`src/rtl/bcd_seq_gen.sv`:
```
// Multi-digit BCD up/down counter presented on a valid/ready handshake.
// It drives the enable of a downstream BCD-to-Gray converter.
module bcd_seq_gen #(
  parameter int DIGITS = 2,
  parameter int WRAP   = 1
) (
  input  logic                  clk,
  input  logic                  reset,
  input  logic                  en,
  input  logic                  up,
  input  logic                  load,
  input  logic [4*DIGITS-1:0]   load_val,
  input  logic                  out_ready,
  output logic [4*DIGITS-1:0]   bcd,
  output logic                  out_valid,
  output logic                  conv_en,
  output logic                  tc,
  output logic                  done,
  output logic                  load_err
);

  localparam int W = 4 * DIGITS;

  localparam logic [1:0] ST_IDLE = 2'd0;
  localparam logic [1:0] ST_SHOW = 2'd1;
  localparam logic [1:0] ST_STOP = 2'd2;

  logic [1:0]        r_state;
  logic [1:0]        w_state_next;
  logic [W-1:0]      r_bcd;
  logic [W-1:0]      w_bcd_next;
  logic [W-1:0]      w_bcd_step;
  logic              r_valid;
  logic              w_valid_next;
  logic              r_tc;
  logic              w_tc_next;
  logic              r_done;
  logic              w_done_next;
  logic              r_load_err;
  logic              w_load_err_next;
  logic [DIGITS-1:0] w_nib_ok;
  logic              w_load_ok;
  logic              w_accept;
  logic              w_at_end;
  logic              w_carry;
  logic [3:0]        w_digit;

  genvar gi;
  generate
    for (gi = 0; gi < DIGITS; gi++) begin : g_nib_chk
      assign w_nib_ok[gi] = (load_val[4*gi +: 4] <= 4'd9);
    end
  endgenerate

  assign w_load_ok = &w_nib_ok;
  assign w_accept  = r_valid & out_ready;

  // Ripple the decimal carry (up) or borrow (down) from digit 0; a carry
  // falling out of the top digit marks the all-nines / zero end of range.
  always_comb begin
    w_bcd_step = r_bcd;
    w_carry    = 1'b1;
    w_digit    = 4'd0;
    for (int i = 0; i < DIGITS; i++) begin
      w_digit = r_bcd[4*i +: 4];
      if (w_carry) begin
        if (up) begin
          if (w_digit == 4'd9) begin
            w_bcd_step[4*i +: 4] = 4'd0;
          end else begin
            w_bcd_step[4*i +: 4] = w_digit + 4'd1;
            w_carry = 1'b0;
          end
        end else begin
          if (w_digit == 4'd0) begin
            w_bcd_step[4*i +: 4] = 4'd9;
          end else begin
            w_bcd_step[4*i +: 4] = w_digit - 4'd1;
            w_carry = 1'b0;
          end
        end
      end
    end
    w_at_end = w_carry;
  end

  always_comb begin
    w_state_next    = r_state;
    w_bcd_next      = r_bcd;
    w_valid_next    = r_valid;
    w_done_next     = r_done;
    w_tc_next       = 1'b0;
    w_load_err_next = 1'b0;
    if (load) begin
      // A rejected load freezes everything for the cycle and only flags it.
      if (w_load_ok) begin
        w_bcd_next   = load_val;
        w_state_next = ST_IDLE;
        w_valid_next = 1'b0;
        w_done_next  = 1'b0;
      end else begin
        w_load_err_next = 1'b1;
      end
    end else begin
      case (r_state)
        ST_IDLE: begin
          if (en) begin
            w_state_next = ST_SHOW;
            w_valid_next = 1'b1;
          end
        end
        ST_SHOW: begin
          if (w_accept) begin
            if (w_at_end && (WRAP == 0)) begin
              w_state_next = ST_STOP;
              w_valid_next = 1'b0;
              w_done_next  = 1'b1;
            end else begin
              w_bcd_next   = w_bcd_step;
              w_tc_next    = w_at_end;
              w_state_next = en ? ST_SHOW : ST_IDLE;
              w_valid_next = en;
            end
          end
        end
        ST_STOP: begin
          w_valid_next = 1'b0;
          w_done_next  = 1'b1;
        end
        default: begin
          w_state_next = ST_IDLE;
          w_valid_next = 1'b0;
          w_done_next  = 1'b0;
        end
      endcase
    end
  end

  always_ff @(posedge clk or posedge reset) begin
    if (reset) begin
      r_state    <= ST_IDLE;
      r_bcd      <= '0;
      r_valid    <= 1'b0;
      r_tc       <= 1'b0;
      r_done     <= 1'b0;
      r_load_err <= 1'b0;
    end else begin
      r_state    <= w_state_next;
      r_bcd      <= w_bcd_next;
      r_valid    <= w_valid_next;
      r_tc       <= w_tc_next;
      r_done     <= w_done_next;
      r_load_err <= w_load_err_next;
    end
  end

  assign bcd       = r_bcd;
  assign out_valid = r_valid;
  assign conv_en   = r_valid;
  assign tc        = r_tc;
  assign done      = r_done;
  assign load_err  = r_load_err;

endmodule

```
`config.mk`:
```
export PLATFORM = sky130hd
export DESIGN_NAME = bcd_seq_gen
export DESIGN_NICKNAME = d
export VERILOG_FILES = /design/src/rtl/bcd_seq_gen.sv
export SDC_FILE = /design/constraint.sdc
export NUM_CORES = 1
export LEC_CHECK = 0
export ABC_AREA = 0
export BUFFER_PORTS_ARGS = -buffer_cell sky130_fd_sc_hd__buf_2
export CELL_PAD_IN_SITES_DETAIL_PLACEMENT = 0
export CELL_PAD_IN_SITES_GLOBAL_PLACEMENT = 2
export CORE_MARGIN = 5
export CORE_UTILIZATION = 25
export CTS_CLUSTER_DIAMETER = 80
export DETAILED_ROUTE_END_ITERATION = 10
export PLACE_DENSITY = 0.78
export SKIP_LAST_GASP = 1
export SYNTH_ARGS = -nofsm -noshare
export SYNTH_HDL_FRONTEND = slang
export SYNTH_SLANG_ARGS = --single-unit
```
`constraint.sdc`:
```
create_clock -name clk -period 1.8 [get_ports clk]
set_input_delay 0.36 -clock clk [delete_from_list [all_inputs] [get_ports clk]]
set_output_delay 0.36 -clock clk [all_outputs]
set_load 0.05 [all_outputs]
```
==> results.yml, run 1 <==
clocking:
  cts_htree_levels: 1
  path_clk_slew_ns: 0.08
  clk_latency_ns: 0.28
  cts.repair.resized: 0
  cts.hold.buffers_added: 0
  cts_buffers: 3
  clockBufferDepth: 2
  cts_root_buf: "clkbuf_4"
  cts_tree: "done"
  clock-sinks: 11
  cts_setup_buffers: 0
global_route:
  antenna_found_initial: 0
  grtUsageTotal: 0.111
  globalRouteOverflowTotal: 0
  grt_max_degree: 21
  grt_pass1_vias: 835
  grt_pass1_wl_um: 3860
critical_path:
  cp.required_ns: 2.02
  cp.arrival_ns: 1.95
  reg2regPathDepth: 4
  path_max_fanout: 5
  crit_path_start_kind: "register"
  r2r_setup_slack_ns: 0.07
  end_kind: "register"
  crit_type: "register to register"
detailed_routing:
  drcViolationCount: 0
  num_vias: 865
  ant_nets: 0
  drt_iter0_drc: 32
  vias_per_cell: 4.78
  post_drt_wl_per_cell_um: 13.2
  dr.pass1.iters: 4
  routed_wl_um: 2380
layout:
  nets: 150
  layout_common_cells: "buf_2, buf_4, inv_1, nand2_1"
  layout_commonest_cell: "buf_2"
  regArea_sq_um: 282
  fillers: 378
  drive_gt1_frac: 0.356
  diodes: 0
  multi_input_area_sq_um: 502
  area_growth_pct: 28.2
pwr:
  power_density_nw_per_um2: 1300
  vdd_drop_max_mv: 0.235
  p_sw_w: 0.000723
  power.internal_w: 0.000710
  p_clk_frac: 0.127
  pwr-share-comb: 0.576
  p_seq_frac: 0.297
  switching_share: 0.505
  power.leakage_nw: 0.498
die:
  core_area_sq_um: 3340
  die_w_um: 68.7
  start_util: 0.258
  die_area_sq_um: 4720
  num_rows: 21
  die_h_um: 68.7
  io_pins: 27
yosys:
  synth-seq-cells: 11
  syn_area_per_cell_sq_um: 8.06
  netlist_instances: 107
  synth_top_area_cell: "dfrtp_1"
  syn_nets: 121
  syn_area_sq_um: 862
  seq_area_frac_synth: 0.319
  synth_top_area_frac: 0.319
  yosys-top-cells-area: "dfrtp_1, a21oi_1, o21ai_0"
  synth_cell_types: 40
  yosys_warnings: 0
timing:
  setup_tns_ns: 0
  worst_hold_slack_ns: 0.0646
  finalCritPeriodShare: 0.963
  finalMaxSlewViolations: 0
  fmax_mhz: 577
  fin_skew_ns: 0.00426
  hold_viol: 0
  min_period_ns: 1.73
  finalSetupViolCount: 0
  rsz0062_at_grt: "yes"
run_status:
  status: "complete, no violations"
job:
  max_cap_viol_count: 0
placed_design:
  dp_hpwl_um: 1870
  port_buffers: 25
  place_congestion: 0.814
min_path:
  hp-class: "input port to asynchronous set/reset pin"
[cells in the mapped netlist (all sizes together)]
master    n
a2111o    1
a2111oi   3
a211oi    1
a21boi    1
a21o      1
a21oi     7
a222oi    1
a22o      1
a31oi     1
and2      2
and3      2
and3b     1
buf       3
clkbuf    9
conb      1
dfrtp    11
inv       8
nand2     8
nand2b    1
nand3     4
nand3b    2
nand4b    2
nor2      2
nor2b     4
nor3      2
o211ai    1
o21ai     7
o21ba     1
o21bai    1
o22ai     2
o31a      2
o31ai     4
o32ai     1
or3       2
or4       2
xnor2     4
xor2      1
[cell families after synthesis]
| kind of cell | synth area share |
|---|---|
| buffers and inverters | 0.104 |
| other | 0.00435 |
| AOI/OAI and AO/OA | 0.295 |
| and+or+nand+nor | 0.226 |
| DFF | 0.319 |
| xor gates and xnor gates | 0.0508 |
[registers in the layout, summed over array words and instances (netlist names)]
name      flops
bcd           8
load_err      1
conv_en       1
tc            1
[area by class of cell]
type / count / share of cell area
inverter: 8 / 0.0272
clock buffer: 4 / 0.0238
sequential: 11 / 0.255
tap: 46 / 0.0521
multi-input combinational: 76 / 0.454
timing repair buffer: 36 / 0.188
[stage by stage]
stage | power, W | cell area [sq um] | instances | utilization | worst slack, ns
final | 0.00143 | 1100 | 181 | 0.331 | 0.0671
after global routing | 0.00154 | 1100 | 181 | 0.331 | -0.0141
after CTS | 0.00144 | 1100 | 181 | 0.330 | 0.0566
after detailed placement | 0.00126 | 1070 | 177 | 0.322 | -0.0132
after global placement | 0.00124 | 1070 | 177 | 0.322 | 0.0369
after floorplan | 0.00102 | 871 | 107 | - | -0.00817
[worst paths after layout]
path                         start       to
max in group asynchronous    reset   bcd[0]
min reg2reg                conv_en  conv_en
max reg2reg                 bcd[0]   bcd[5]
max                         bcd[0]   bcd[5]
min in group clk                en  conv_en
min                          reset   bcd[6]
[routing by layer]
metal  part of all wire  track usage  up-vias
met5                  0            0        -
met4              0.022       0.0657        0
met3              0.037       0.0130        4
met2               0.50        0.191       14
met1               0.44        0.132      404
li1                   -            -      443
[critical path, stage by stage, from the launching register on]
cell and delay (ns):
dfrtp_2 0.43, or3_4 0.37, a2111o_1 0.43, a222oi_1 0.32, a21o_1 0.13
[power by group through the flow]
stage | sequential [W] | clock, W | combinational [W]
after floorplan | 0.000607 | 0 | 0.000414
final | 0.000425 | 0.000182 | 0.000826
after global routing | 0.000442 | 0.000201 | 0.000893
after global placement | 0.000428 | 0 | 0.000812
after detailed placement | 0.000430 | 0 | 0.000826
after CTS | 0.000425 | 0.000185 | 0.000829
(Power assumes the default switching activity.)
==> run 2: changes to the inputs <==
CORE_ASPECT_RATIO = 2   (was default)
CORE_UTILIZATION = 28   (was 25)
PLACE_DENSITY = 0.82   (was 0.78)
clock period = 1.6 ns   (was 1.8 ns; I/O delays follow)
==> run 2 against run 1 <==
Net effect: the run now ends with setup timing left; combinational power is 36% higher; core utilization is 6.9 points higher; total power is 29% higher; cell area is 7.9% higher; hold slack better by 0.018 ns; sequential share of layout area is 1.7 points lower; global-route usage is 0.37 points higher; setup slack worse by 0.17 ns; critical endpoint unchanged.
==> results.yml, run 2 (synthesized netlist as in run 1, its figures left out) <==
run_status:
  status: "finished, violations left"
  violations: "setup timing"
detailed_routing:
  drcViolationCount: 0
  post_drt_wl_per_cell_um: 14.7
  ant_nets: 0
  dr.pass1.iters: 4
  vias_per_cell: 5.41
  num_vias: 925
  routed_wl_um: 2510
  drt_iter0_drc: 20
clocking:
  clock-sinks: 11
  cts_buffers: 3
  cts_root_buf: "clkbuf_8"
  clockBufferDepth: 2
  clk_latency_ns: 0.23
  cts_tree: "done"
  cts_htree_levels: 1
  cts.hold.buffers_added: 0
  path_clk_slew_ns: 0.05
critical_path:
  reg2regPathDepth: 4
  end_kind: "register"
  cp.arrival_ns: 1.87
  path_max_fanout: 6
  crit_path_start_kind: "register"
  crit_type: "register to register"
  critPathLaunch: "bcd[0]"
  r2r-start: "bcd[0]"
  r2r-end: "bcd[5]"
  setup.worst_path.end: "bcd[5]"
  r2r_setup_slack_ns: -0.10
  cp.required_ns: 1.77
global_route:
  grtUsageTotal: 0.115
  grt_pass1_wl_um: 4060
  globalRouteOverflowTotal: 0
  antenna_found_initial: 0
  grt_pass1_vias: 936
  grt_max_degree: 21
timing:
  fin_skew_ns: 0.00107
  finalSetupViolCount: 7
  min_period_ns: 1.70
  tightest_slew_ns: 0.513
  rsz0062_at_grt: "yes"
  hold_viol: 0
  post-route-worst-setup-slack_ns: -0.100
  fmax_mhz: 588
  finalCritPeriodShare: 1.06
  finalMaxSlewViolations: 0
  slew_headroom: 0.649
die:
  die_area_sq_um: 4360
  die_w_um: 49.2
  io_pins: 27
  die_h_um: 88.5
  start_util: 0.289
  core_area_sq_um: 2980
  num_rows: 28
layout:
  finalNonFillerCells: 171
  diodes: 0
  layout_common_cells: "buf_2, buf_4, inv_1, nand2_1"
  drive_gt1_frac: 0.433
  nets: 156
  layout_commonest_cell: "buf_2"
  area_growth_pct: 38.3
  largest_reg_flops: 8
job:
  max_cap_viol_count: 0
pwr:
  power_density_nw_per_um2: 1550
  power_w: 0.00184
  vdd_drop_max_mv: 0.692
  power.leakage_nw: 0.542
placed_design:
  place_congestion: 0.769
  dp_hpwl_um: 1960
  dp_cells: 164
  port_buffers: 25
min_path:
  hp-class: "input port to asynchronous set/reset pin"
run 2: timing repair:
action                     4_1_cts  5_1_grt
buffers inserted                 0        3
pin swaps                        0        2
gates resized for setup          3        4
setup endpoints to repair        7        7
run 2: critical path: stages, from the launching register on:
cell	delay, ns
dfrtp_2	0.40
or3_4	0.37
a2111o_1	0.45
a222oi_1	0.30
a21o_1	0.12
run 2: stage by stage:
stage                      util  setup slack (ns)  hold slack [ns]  area [sq um]  TNS, ns
after detailed placement  0.363            -0.151            0.340          1080   -0.674
after global placement    0.363            -0.124            0.339          1080   -0.396
after global routing      0.400            -0.151            0.109          1190   -0.789
after CTS                 0.384           -0.0939           0.0957          1140   -0.276
final                     0.400            -0.100           0.0823          1190   -0.348
after floorplan               -            -0.173            0.172           890   -0.568
run 2: cell type report:
| cell class | instances | area (sq um) |
|---|---|---|
| sequential | 11 | 284 |
| inverter | 8 | 30.0 |
| tap | 30 | 37.5 |
| timing repair buffer | 42 | 256 |
| clock buffer | 4 | 45.0 |
| fill | 311 | 1790 |
| multi-input combinational | 76 | 539 |
run 2: worst min path at each step:
| stage | to | slack [ns] | cells after the start |
|---|---|---|---|
| floorplan | bcd[6] | 0.17 | 1 |
| global placement | conv_en | 0.34 | 2 |
| detailed placement | conv_en | 0.34 | 2 |
| CTS | load_err | 0.1 | 2 |
| global route | bcd[2] | 0.11 | 2 |
| finish | load_err | 0.08 | 2 |
run 2: layer usage:
metal  part of all wire  vias to the layer above  track usage  wire (um)
met5                  0                        -            0          0
met4              0.021                        0       0.0564         53
met3              0.050                        6       0.0202        126
met2               0.56                       32        0.224       1400
met1               0.37                      433        0.111        928
li1                   -                      454            -          -
run 2: where the power goes:
group	switching [W]	internal [W]	total [W]
sequential	0.0000861	0.000363	0.000449
combinational	0.000674	0.000449	0.00112
clock	0.0000968	0.000174	0.000271
total	0.000857	0.000987	0.00184
==> run 3: changes to the inputs <==
CELL_PAD_IN_SITES_DETAIL_PLACEMENT = 1   (was 0)
CELL_PAD_IN_SITES_GLOBAL_PLACEMENT = 1   (was 2)
CORE_ASPECT_RATIO = default   (was 2)
CORE_UTILIZATION = 35   (was 28)
PLACE_DENSITY = 0.81   (was 0.82)
==> run 3 against run 2 <==
Net effect: hold slack got worse by 0.053 ns; sequential share of layout area is 0.94 points lower; fmax shrank 2.4%; global-route usage is 6.2 points higher; clock-buffer cell count is the same; first-iteration DRC count unchanged; highest routed layer unchanged; sequential power is 4.7% higher; final cell count increased by 2.9%; clock skew rose by 0.0077 ns; the flow still finishes with violations (setup timing); critical path type unchanged; setup slack worse by 0.043 ns; non-clock buffer count up 5.
==> results.yml, run 3 (synthesized netlist as in run 1, its figures left out) <==
run_status:
  status: "finished, violations left"
  violations: "setup timing"
critical_path:
  crit_family: "compound AO/OA/AOI/OAI gates"
  cpPeakStageDelay_ns: 0.47
  reg2regPathDepth: 4
  crit_chain: "or3_4 > a2111o_1 > a222oi_1 > a21o_1"
  path_buf_inv: 0
  crit_path_start_kind: "register"
  critPathLaunch: "bcd[0]"
  r2r_setup_slack_ns: -0.14
  r2r-end: "bcd[5]"
  cp.required_ns: 1.81
  crit_type: "register to register"
  cp.arrival_ns: 1.96
  cp_slowest_cell: "a2111o_1"
  path_max_fanout: 6
  r2r-start: "bcd[0]"
  end_kind: "register"
timing:
  finalSetupViolCount: 7
  finalMaxSlewViolations: 0
  hold_viol: 0
  setup_tns_ns: -0.533
  fmax_mhz: 574
  fin_skew_ns: 0.00873
  post-route-worst-setup-slack_ns: -0.143
  min_period_ns: 1.74
  rsz0062_at_grt: "yes"
  finalCritPeriodShare: 1.09
global_route:
  grt_max_degree: 18
  antenna_found_initial: 0
  grt_pass1_wl_um: 4730
  grtUsageTotal: 0.176
  met1_usage: 0.220
  met3_usage: 0.0327
  grt_use_met2: 0.318
  globalRouteOverflowTotal: 0
  grt-busiest-layer: "met2"
  grt_pass1_vias: 968
detailed_routing:
  post_drt_wl_per_cell_um: 16.8
  num_vias: 944
  ant_nets: 0
  vias_per_cell: 5.36
  dr.pass1.iters: 4
  routed_wl_um: 2950
  drt_iter0_drc: 20
  drcViolationCount: 0
die:
  die_area_sq_um: 3560
  io_pins: 27
  core_area_sq_um: 2410
  num_rows: 18
  die_w_um: 59.6
  start_util: 0.358
  die_h_um: 59.6
placed_design:
  place_congestion: 0.855
  port_buffers: 25
  dp_hpwl_um: 2180
  placed_area_sq_um: 1100
pwr:
  p_seq_frac: 0.251
  p_sw_w: 0.000928
  power_density_nw_per_um2: 1510
  pwr-share-comb: 0.639
  switching_share: 0.496
  power.internal_w: 0.000943
  power.leakage_nw: 0.568
  vdd_drop_max_mv: 0.794
  p_clk_frac: 0.109
clocking:
  cts_root_buf: "clkbuf_4"
  clockBufferDepth: 2
  cts_tree: "done"
  cts_buffers: 3
  clock-sinks: 11
  path_clk_slew_ns: 0.08
  clk_latency_ns: 0.28
  cts.hold.buffers_added: 0
  cts_htree_levels: 1
layout:
  layout_commonest_cell: "buf_2"
  largest_reg_flops: 8
  diodes: 0
  stdcell_area_sq_um: 1240
  area_growth_pct: 44.0
  layout_common_cells: "buf_2, buf_4, inv_1, nand2_1"
  drive_gt1_frac: 0.459
  nets: 161
  fillers: 295
job:
  max_cap_viol_count: 0
min_path:
  hp-class: "input port to asynchronous set/reset pin"
-- run 3: changes by cell type in the layout (fill, tap and decap cells not counted), sizes merged --
| cell | before | now |
|---|---|---|
| dlymetal6s2s | 0 | 1 |
| buf | 42 | 46 |
-- run 3: per-stage QoR --
stage	power (W)	utilization	worst slack, ns	cells	hold slack, ns
2_1_floorplan	0.00118	-	-0.173	107	0.172
3_3_place_gp	0.00145	0.458	-0.126	167	0.326
3_5_place_dp	0.00150	0.458	-0.190	167	0.347
4_1_cts	0.00176	0.484	-0.132	172	0.0432
5_1_grt	0.00200	0.515	-0.252	176	0.0752
6_report	0.00187	0.515	-0.143	176	0.0291
-- run 3: repair_timing --
action                     in CTS  in global routing
pin swaps                       0                  4
setup buffers                   1                  4
resized for setup               6                  5
setup endpoints to repair       7                  9
-- run 3: area by class of cell --
| cell class | count | area (sq um) | share of cell area |
|---|---|---|---|
| Clock buffer | 4 | 26.3 | 0.0212 |
| Multi-Input combinational cell | 76 | 564 | 0.455 |
| Timing Repair Buffer | 47 | 299 | 0.241 |
| Inverter | 8 | 30.0 | 0.0242 |
| Sequential cell | 11 | 284 | 0.229 |
| Tap cell | 30 | 37.5 | 0.0302 |
-- run 3: worst max-delay path by stage --
stage | end | slack [ns] | cells past startpoint
global placement | bcd[5] | -0.13 | 5
CTS | bcd[5] | -0.13 | 4
global route | bcd[5] | -0.25 | 4
finish | bcd[5] | -0.14 | 4
floorplan | bcd[5] | -0.17 | 4
detailed placement | bcd[5] | -0.19 | 5
-- run 3: power by group through the flow --
| stage | registers [W] | logic, W | clock network, W |
|---|---|---|---|
| global placement | 0.000454 | 0.000997 | 0 |
| floorplan | 0.000688 | 0.000491 | 0 |
| detailed placement | 0.000463 | 0.00104 | 0 |
| global route | 0.000489 | 0.00129 | 0.000227 |
| finish | 0.000470 | 0.00120 | 0.000205 |
| CTS | 0.000462 | 0.00108 | 0.000211 |
-- run 3: routing by layer --
| metal | wire (um) | vias up | share of wire |
|---|---|---|---|
| met3 | 135 | 3 | 0.046 |
| met1 | 1350 | 457 | 0.46 |
| met5 | 0 | - | 0 |
| met2 | 1440 | 23 | 0.49 |
| li1 | - | 461 | - |
| met4 | 19 | 0 | 0.0064 |
